**src/rtl/mips_ctrl_pkg.sv**
```systemverilog
// ---------------------------------------------------------------------------
// mips_ctrl_pkg
// Shared definitions for the multicycle fetch/control sequencer:
//   - MIPS opcode and R-type funct constants
//   - ALUctrl encodings understood by the single-cycle datapath
//   - sequencer state enum
//   - control-word struct (the selects held stable for one instruction)
// ---------------------------------------------------------------------------
package mips_ctrl_pkg;

    // Opcodes, Inst[31:26]
    localparam logic [5:0] OP_RTYPE = 6'h00;
    localparam logic [5:0] OP_ADDI  = 6'h08;
    localparam logic [5:0] OP_LW    = 6'h23;
    localparam logic [5:0] OP_SW    = 6'h2B;
    localparam logic [5:0] OP_HALT  = 6'h3F;

    // R-type funct codes, Inst[5:0]
    localparam logic [5:0] FN_ADD = 6'h20;
    localparam logic [5:0] FN_SUB = 6'h22;
    localparam logic [5:0] FN_AND = 6'h24;
    localparam logic [5:0] FN_OR  = 6'h25;
    localparam logic [5:0] FN_SLT = 6'h2A;

    // ALUctrl encodings
    localparam logic [2:0] ALU_ADD = 3'b010;
    localparam logic [2:0] ALU_SUB = 3'b110;
    localparam logic [2:0] ALU_AND = 3'b000;
    localparam logic [2:0] ALU_OR  = 3'b001;
    localparam logic [2:0] ALU_SLT = 3'b111;

    typedef enum logic [2:0] {
        ST_FETCH  = 3'd0,
        ST_DECODE = 3'd1,
        ST_EXEC   = 3'd2,
        ST_MEM    = 3'd3,
        ST_WB     = 3'd4,
        ST_HALT   = 3'd5
    } state_t;

    typedef struct packed {
        logic       reg_dst;
        logic       alu_src;
        logic [2:0] alu_ctrl;
        logic       mem_to_reg;
    } ctrl_word_t;

    // Selects presented while no instruction is executing
    localparam ctrl_word_t CTRL_IDLE = '{reg_dst: 1'b0, alu_src: 1'b0,
                                         alu_ctrl: ALU_ADD, mem_to_reg: 1'b0};

endpackage

```
**src/rtl/mips_ctrl_decoder.sv**
```systemverilog
// ---------------------------------------------------------------------------
// mips_ctrl_decoder
// Purely combinational decode of the instruction register fields.
// Ports:
//   opcode   in  6  Inst[31:26]
//   funct    in  6  Inst[5:0]
//   ctrl     out    control word (RegDst/ALUSrc/ALUctrl/MemToReg)
//   is_mem   out 1  lw or sw (instruction visits MEM)
//   is_load  out 1  lw
//   is_halt  out 1  HALT opcode
//   illegal  out 1  unsupported opcode or unknown R-type funct
// ---------------------------------------------------------------------------
module mips_ctrl_decoder
    import mips_ctrl_pkg::*;
(
    input  logic [5:0]  opcode,
    input  logic [5:0]  funct,
    output ctrl_word_t  ctrl,
    output logic        is_mem,
    output logic        is_load,
    output logic        is_halt,
    output logic        illegal
);

    // Opcode/funct decode; anything not listed falls through to illegal
    always_comb begin
        ctrl    = CTRL_IDLE;
        is_mem  = 1'b0;
        is_load = 1'b0;
        is_halt = 1'b0;
        illegal = 1'b0;
        case (opcode)
            OP_RTYPE: begin
                ctrl.reg_dst = 1'b1;
                case (funct)
                    FN_ADD:  ctrl.alu_ctrl = ALU_ADD;
                    FN_SUB:  ctrl.alu_ctrl = ALU_SUB;
                    FN_AND:  ctrl.alu_ctrl = ALU_AND;
                    FN_OR:   ctrl.alu_ctrl = ALU_OR;
                    FN_SLT:  ctrl.alu_ctrl = ALU_SLT;
                    default: begin
                        ctrl    = CTRL_IDLE;
                        illegal = 1'b1;
                    end
                endcase
            end
            OP_ADDI: begin
                ctrl.alu_src = 1'b1;
            end
            OP_LW: begin
                ctrl.alu_src    = 1'b1;
                ctrl.mem_to_reg = 1'b1;
                is_mem          = 1'b1;
                is_load         = 1'b1;
            end
            OP_SW: begin
                ctrl.alu_src = 1'b1;
                is_mem       = 1'b1;
            end
            OP_HALT: begin
                is_halt = 1'b1;
            end
            default: begin
                illegal = 1'b1;
            end
        endcase
    end

endmodule

```
**src/rtl/mips_fetch_ctrl.sv**
```systemverilog
// ---------------------------------------------------------------------------
// mips_fetch_ctrl
// Multicycle fetch/control sequencer in front of a single-cycle datapath.
// Fetches a word over a req/ready handshake into IR, then walks the datapath
// through EXEC/MEM/WB so every storage write enable is high for one clock.
// Ports:
//   clk, rst_n            clock, async active-low reset
//   imem_addr/imem_req    fetch address (= PC) and request
//   imem_data/imem_ready  fetched word and its valid strobe
//   Inst                  IR contents to datapath
//   RegDst, RegWrite, ALUSrc, ALUctrl, MemWrite, MemRead, MemToReg
//                         datapath controls, all registered
//   pc                    current PC
//   halted, fault         sticky status
// ---------------------------------------------------------------------------
module mips_fetch_ctrl
    import mips_ctrl_pkg::*;
#(
    parameter logic [31:0] RESET_PC   = 32'h0000_0000,
    parameter int unsigned WAIT_LIMIT = 255
) (
    input  logic        clk,
    input  logic        rst_n,
    output logic [31:0] imem_addr,
    output logic        imem_req,
    input  logic [31:0] imem_data,
    input  logic        imem_ready,
    output logic [31:0] Inst,
    output logic        RegDst,
    output logic        RegWrite,
    output logic        ALUSrc,
    output logic [2:0]  ALUctrl,
    output logic        MemWrite,
    output logic        MemRead,
    output logic        MemToReg,
    output logic [31:0] pc,
    output logic        halted,
    output logic        fault
);

    localparam int unsigned         WAIT_W    = $clog2(WAIT_LIMIT + 1);
    localparam logic [WAIT_W-1:0]   WAIT_LAST = WAIT_W'(WAIT_LIMIT - 1);
    localparam logic [WAIT_W-1:0]   WAIT_ONE  = WAIT_W'(1);

    state_t             state_r;
    logic [31:0]        pc_r;
    logic [31:0]        ir_r;
    logic [WAIT_W-1:0]  wait_cnt_r;
    logic               imem_req_r;
    ctrl_word_t         ctrl_r;
    logic               reg_write_r;
    logic               mem_write_r;
    logic               mem_read_r;
    logic               halted_r;
    logic               fault_r;

    ctrl_word_t         dec_ctrl_s;
    logic               dec_is_mem_s;
    logic               dec_is_load_s;
    logic               dec_is_halt_s;
    logic               dec_illegal_s;

    mips_ctrl_decoder u_decoder (
        .opcode  (ir_r[31:26]),
        .funct   (ir_r[5:0]),
        .ctrl    (dec_ctrl_s),
        .is_mem  (dec_is_mem_s),
        .is_load (dec_is_load_s),
        .is_halt (dec_is_halt_s),
        .illegal (dec_illegal_s)
    );

    // Sequencer FSM with PC, IR, wait counter and all registered outputs
    always_ff @(posedge clk or negedge rst_n) begin
        if (!rst_n) begin
            state_r     <= ST_FETCH;
            pc_r        <= RESET_PC;
            ir_r        <= 32'h0000_0000;
            wait_cnt_r  <= '0;
            imem_req_r  <= 1'b1;    // reset lands in FETCH, which requests
            ctrl_r      <= CTRL_IDLE;
            reg_write_r <= 1'b0;
            mem_write_r <= 1'b0;
            mem_read_r  <= 1'b0;
            halted_r    <= 1'b0;
            fault_r     <= 1'b0;
        end else begin
            case (state_r)
                ST_FETCH: begin
                    if (imem_ready) begin
                        ir_r       <= imem_data;
                        pc_r       <= pc_r + 32'd4;   // wraps mod 2^32
                        wait_cnt_r <= '0;
                        imem_req_r <= 1'b0;
                        state_r    <= ST_DECODE;
                    end else if (wait_cnt_r == WAIT_LAST) begin
                        // This is the WAIT_LIMIT-th cycle without ready
                        imem_req_r <= 1'b0;
                        halted_r   <= 1'b1;
                        fault_r    <= 1'b1;
                        state_r    <= ST_HALT;
                    end else begin
                        wait_cnt_r <= wait_cnt_r + WAIT_ONE;
                    end
                end
                ST_DECODE: begin
                    if (dec_illegal_s) begin
                        halted_r <= 1'b1;
                        fault_r  <= 1'b1;
                        state_r  <= ST_HALT;
                    end else if (dec_is_halt_s) begin
                        halted_r <= 1'b1;
                        state_r  <= ST_HALT;
                    end else begin
                        ctrl_r  <= dec_ctrl_s;
                        state_r <= ST_EXEC;
                    end
                end
                ST_EXEC: begin
                    // Enables are armed here so they are high during MEM/WB
                    if (dec_is_mem_s) begin
                        mem_read_r  <= dec_is_load_s;
                        mem_write_r <= !dec_is_load_s;
                        state_r     <= ST_MEM;
                    end else begin
                        reg_write_r <= 1'b1;
                        state_r     <= ST_WB;
                    end
                end
                ST_MEM: begin
                    if (dec_is_load_s) begin
                        reg_write_r <= 1'b1;         // MemRead stays high in WB
                        state_r     <= ST_WB;
                    end else begin
                        mem_write_r <= 1'b0;
                        ctrl_r      <= CTRL_IDLE;
                        imem_req_r  <= 1'b1;
                        state_r     <= ST_FETCH;
                    end
                end
                ST_WB: begin
                    reg_write_r <= 1'b0;
                    mem_read_r  <= 1'b0;
                    ctrl_r      <= CTRL_IDLE;
                    imem_req_r  <= 1'b1;
                    state_r     <= ST_FETCH;
                end
                ST_HALT: begin
                    imem_req_r  <= 1'b0;
                    ctrl_r      <= CTRL_IDLE;
                    reg_write_r <= 1'b0;
                    mem_write_r <= 1'b0;
                    mem_read_r  <= 1'b0;
                    halted_r    <= 1'b1;
                end
                default: begin
                    // Unreachable encoding: park safely and flag it
                    imem_req_r  <= 1'b0;
                    ctrl_r      <= CTRL_IDLE;
                    reg_write_r <= 1'b0;
                    mem_write_r <= 1'b0;
                    mem_read_r  <= 1'b0;
                    halted_r    <= 1'b1;
                    fault_r     <= 1'b1;
                    state_r     <= ST_HALT;
                end
            endcase
        end
    end

    assign imem_addr = pc_r;
    assign imem_req  = imem_req_r;
    assign Inst      = ir_r;
    assign pc        = pc_r;
    assign RegDst    = ctrl_r.reg_dst;
    assign ALUSrc    = ctrl_r.alu_src;
    assign ALUctrl   = ctrl_r.alu_ctrl;
    assign MemToReg  = ctrl_r.mem_to_reg;
    assign RegWrite  = reg_write_r;
    assign MemWrite  = mem_write_r;
    assign MemRead   = mem_read_r;
    assign halted    = halted_r;
    assign fault     = fault_r;

endmodule

```
**config.mk**
```make
export PLATFORM = sky130hd
export DESIGN_NAME = mips_fetch_ctrl
export DESIGN_NICKNAME = d
export VERILOG_FILES = /design/src/rtl/mips_ctrl_pkg.sv /design/src/rtl/mips_ctrl_decoder.sv /design/src/rtl/mips_fetch_ctrl.sv
export SDC_FILE = /design/constraint.sdc
export NUM_CORES = 1
export LEC_CHECK = 0
export CORE_ASPECT_RATIO = 2
export CORE_MARGIN = 2
export CORE_UTILIZATION = 45
export CTS_BUF_LIST = sky130_fd_sc_hd__clkbuf_4 sky130_fd_sc_hd__clkbuf_8
export DETAILED_ROUTE_END_ITERATION = 10
export GPL_ROUTABILITY_DRIVEN = 1
export GPL_TIMING_DRIVEN = 1
export PLACE_DENSITY_LB_ADDON = 0.05
export SLEW_MARGIN = 0
export SYNTH_ARGS = -nofsm -noshare
export SYNTH_HDL_FRONTEND = slang
export SYNTH_SLANG_ARGS = --single-unit
```
**constraint.sdc**
```tcl
create_clock -name clk -period 4.35 [get_ports clk]
set_input_delay 0.6525 -clock clk [delete_from_list [all_inputs] [get_ports clk]]
set_output_delay 0.6525 -clock clk [all_outputs]
set_load 0.01 [all_outputs]
```
== Word level (Yosys, flattened, before mapping) ==
Cells that the tools add are included.

* Word-level logic and storage cells: 117
* Input bits: 35
* Output and inout bits: 108
* Bits in registers: 87

* Add/subtract/negate cells: 2
* Equality and inequality tests: 27
* Multiplexer cells: 42
* Reduce and logical (&&, ||, !) cells: 24
* Bitwise operators: 8

{| class="wikitable"
|+ Operators with widths
! kind !! number
|-
| $eq A6 B6 Y1 const B || 8
|-
| $add A32 B3 Y32 const B || 1
|-
| $mux W3 || 7
|-
| $ne A2 B2 Y1 const B || 10
|-
| $mux W1 || 18
|-
| $mux W6 || 3
|-
| $pmux W3 S6 || 1
|-
| $pmux W6 S3 || 1
|-
| $mux W8 || 2
|-
| $pmux W1 S3 || 4
|-
| $pmux W3 S4 || 1
|-
| $reduce_and A4 Y1 || 3
|-
| $reduce_or A3 Y1 || 4
|-
| $reduce_and A3 Y1 || 3
|-
| $add A8 B1 Y8 const B || 1
|-
| $eq A8 B8 Y1 const B || 1
|-
| $not A1 Y1 || 8
|-
| $reduce_and A2 Y1 || 4
|-
| $reduce_or A2 Y1 || 4
|-
| $reduce_or A4 Y1 || 2
|-
| $eq A3 B2 Y1 const B || 2
|-
| $eq A3 B3 Y1 const B || 2
|-
| $eq A6 B4 Y1 const B || 1
|-
| $logic_not A6 Y1 || 1
|-
| 8 further kinds || 11
|}

== Logic depth before layout (Yosys ltp) ==
* Depth after elaboration: 7
* Depth in mapped cells: 8
* Mapped depth without buffers: 7

== Cells and area by module ==
A second synthesis with hierarchy kept.

* Cells, all modules: 435
* Area total of the unflattened synthesis: 4170.2 um2

{| class="wikitable"
|+ Modules (own cells, without submodules)
! module !! sequential area each (um2) !! cells an instance !! area each (um2) !! instances
|-
| mips_fetch_ctrl || 2129.5 || 409 || 4000.1 || 1
|-
| mips_ctrl_decoder || 0.0 || 26 || 170.2 || 1
|}

== Worst setup path before layout ==
OpenSTA, ideal clock, no wires.

* Path kind: input to register
* Start: input port imem_ready
* End: register pc_r[26], in the netlist imem_addr[26]
* Data required time: 4.224 ns
* Path buffers: 1
* Data arrival time: 2.054 ns
* Path slack: 2.169 ns
* Setup time: 0.126 ns
* Cell stages on the path: 6
* Path through: or4b_4 > buf_6 > nor4_4 > and3_4 > nand4_1 > xnor2_1

* Cells in the longest elaborated chain, start to end: 1

{| class="wikitable"
|+ RTL lines
! what !! RTL line !! RTL
|-
| from (decl) || mips_fetch_ctrl.sv:27 || <nowiki>input logic imem_ready,</nowiki>
|-
| $reduce_and A2 Y1 (no line) || - ||
|-
| to (signal assigned) || mips_fetch_ctrl.sv:92 || <nowiki>pc_r <= pc_r + 32'd4;</nowiki>
|-
| to (decl) || mips_fetch_ctrl.sv:46 || <nowiki>logic [31:0] pc_r;</nowiki>
|}

No other way between the ends.
A chain may end at the register's enable or synchronous reset.

== Worst setup path in the final report ==
Ends and elaborated chain as after synthesis.

==> run metrics <==
Net Switching 0.3323 mW; max-slew violations 0; Initial DRC Count 120; Initial Util 46.50%; max-cap violations 0; max frequency 378.2 MHz; CP Data Arrival Time 2.90 ns; CTS tree built; startpoint types primary input; Synth Warn # 0; power share of the sequential group 55.1%; Fillers 755; critical path data required time roughly 4.6 ns; largest net degree at the start of global routing 86; mapped cell area just over 4000 um^2; Num CTS Buffers 9; number of diodes 0; Clock transition at path regs ~0.08 ns; P_int 1.138 mW; Rows 48; Die Wd a little over 70 um; Main synth FF type dfrtp_1; minimum clock period between 2 and 3 ns; core area a little under 9000 um^2; synth unique cells 48; Area Growth Syn to Fin 35.00%; power density over the cells around 270 nW/um^2; hold_buf cts 0; Max Root-Sink Buffers 2; sequential share of the synthesized area 52.96%; setup violators final 0; setup TNS 0 ns; Setup CP Type in2reg; Peak VDD IR 0.2213 mV; drt wl/cell 16.11 um; area leader, netlist dfrtp_1; antenna viol nets, final 0; final hold slack between 0.4 and 0.5 ns; Port-buffer cells 138; crit-path cells clkdlybuf4s50_1, or4b_4, nor4_4, and3_4, nand4_1, xnor2_1; Detail Placement HPWL ~7100 um; Bufs and invs on worst path 1; Top delay family on crit path simple AND/OR/NAND/NOR gates; Post-Route WL 9585 um; antenna violations before repair 0; via count 3070; root buffer cell clkbuf_8; post-cts resize count 0; Slew HR 23.92%; Hold Violations, Final 0; Num Clock Sinks 85; remaining global-route overflow 0; largest cells by area after synthesis dfrtp_1, buf_4, nand2_1; Via-to-Cell Ratio 5.160; clock share of power 38.3%; #FFs+latches synth between 80 and 90; Gate power share 6.6%; vias in the first global route 3049; first-pass GRT wire length 15160 um; Largest stage delay, worst path 0.74 ns; DRC errors left 0; Critical-path top delay cell or4b_4; Lkg Pwr roughly 2.4 nW; GRT Util Overall approximately a fifth; cells after synthesis 383; layout cell share with drive strength beyond 1 10.10%; EDFF count, synth 0; Final Net Count 528; Power Total about 1.5 mW; footprint of the multi-input gates 1550 um^2; Worst Hold Class in2async; Tcrit/Tclk final 60.78%; unrepaired setup endpoints after global routing false; Post-CTS Setup Bufs 0; Sw Share 22.60%; post-synth top area share 51.65%; clk_lat worst skew ~0.37 ns; Die H 137.7 um; DP Worst Slack between 1 and 1.5 ns; largest fanout on the critical path 37; Avg Cell Area, Syn 10.50 um^2; asr flop ratio synth between 90% and 100%; Reg area 2130 um^2; iteration count of the initial detailed-routing pass 4; status completed; IO Pins 143; die footprint 9755 um^2; Final WS setup 1.706 ns; clk_skew 0.008438 ns; Worst Max-Slew Pin Slew 1.131 ns; H-tree depth 3; routability cong. between 0.8 and 0.9; Worst Setup End Kind register
## worst reg2reg max path: stages (launching register included)
cell	delay [ns]
dfrtp_1	0.58
or4b_4	0.88
nor4_4	0.45
and3_4	0.29
nand4_1	0.13
xnor2_1	0.15
## cell usage in the layout (no fill, tap or decap), types with 8 or more instances in the layout
cell	instances
clkbuf_8	10
o21ai_0	10
nand4_1	8
clkdlybuf4s50_1	137
inv_1	10
xnor2_1	25
a21oi_1	9
nor2_1	25
dfrtp_1	83
xor2_1	8
nor3_1	8
nand2_1	63
nand3_1	9
mux2_2	20
## through the flow
stage / util (%) / instance area, um^2 / std cells
2_1_floorplan: - / 4033 / 386
3_3_place_gp: 60.46 / 5229 / 579
3_5_place_dp: 60.46 / 5229 / 579
4_1_cts: 62.77 / 5429 / 595
5_1_grt: 62.77 / 5429 / 595
6_report: 62.77 / 5429 / 595
## power groups by stage
| stage | logic, mW | registers (mW) | clock network [mW] |
|---|---|---|---|
| floorplan | 0.0200 | 0.830 | 0 |
| global placement | 0.0976 | 0.825 | 0 |
| detailed placement | 0.0985 | 0.826 | 0 |
| CTS | 0.0987 | 0.810 | 0.582 |
| global route | 0.104 | 0.812 | 0.610 |
| finish | 0.0963 | 0.810 | 0.564 |
## cells by family (layout without fill, tap and decap cells)
logic type | after synthesis | count (layout) | share of synthesized area (%)
buffers and inverters | 56 | 165 | 8.774
muxes | 20 | 20 | 5.601
other | 1 | 4 | 0.09325
xor gates and xnor gates | 33 | 33 | 7.187
and+or+nand+nor | 146 | 146 | 17.77
adders and majority gates | 3 | 3 | 0.9335
AOI/OAI and AO/OA | 39 | 39 | 6.690
DFF | 85 | 85 | 52.96
## area by class of cell
cell class	instances	share of cell area, %
clock buffers	10	2.535
clock inverters	6	1.152
inverters	10	0.6914
multi-input cells	245	28.56
flip-flops and latches	85	39.23
well taps	100	2.305
repair buffers	139	25.54
## state kept, by name, indices dropped and copies added, names as in the netlist
register and flops:
ALUSrc 1, ALUctrl 3, Inst 32, MemRead 1, MemToReg 1, MemWrite 1, RegDst 1, RegWrite 1
fault 1, halted 1, imem_addr 30, imem_req 1, state_r 3, wait_cnt_r 8
## synthesized netlist by cell type (2+ instances only)
master,number
dfrtp_1,83
nand2_1,63
buf_4,34
nor2_1,25
xnor2_1,25
mux2_2,20
clkbuf_1,10
inv_1,10
o21ai_0,10
a21oi_1,9
nand3_1,9
nand4_1,8
nor3_1,8
xor2_1,8
and3_1,7
nand2b_1,5
o2bb2ai_1,4
or2_2,4
and4_1,3
ha_1,3
or3_1,3
a221o_1,2
buf_6,2
dfstp_2,2
nor2b_1,2
o22ai_1,2
## layer usage
layer | up-vias | global-route usage (%) | share of wire, %
met3 | 18 | 3.219 | 3.9
met4 | 0 | 10.27 | 2.7
met2 | 96 | 38.47 | 58
met5 | - | 0 | 0
met1 | 1495 | 20.66 | 36
li1 | 1461 | - | -
## path summary, 6_finish.rpt
kind	slack (ns)	startpoint	cells after the start	endpoint
worst max register to register	1.77	state_r[2]	5	imem_addr[26]
worst max-delay path	1.71	imem_ready	6	imem_addr[26]
max in group asynchronous	3.17	rst_n	1	Inst[29]
min in group clk	0.47	ALUctrl[1]	2	ALUctrl[1]
worst min register to register	0.47	ALUctrl[1]	2	ALUctrl[1]
worst min-delay path	0.45	rst_n	1	imem_addr[19]
Note: power is estimated with default switching activity, not from simulation.
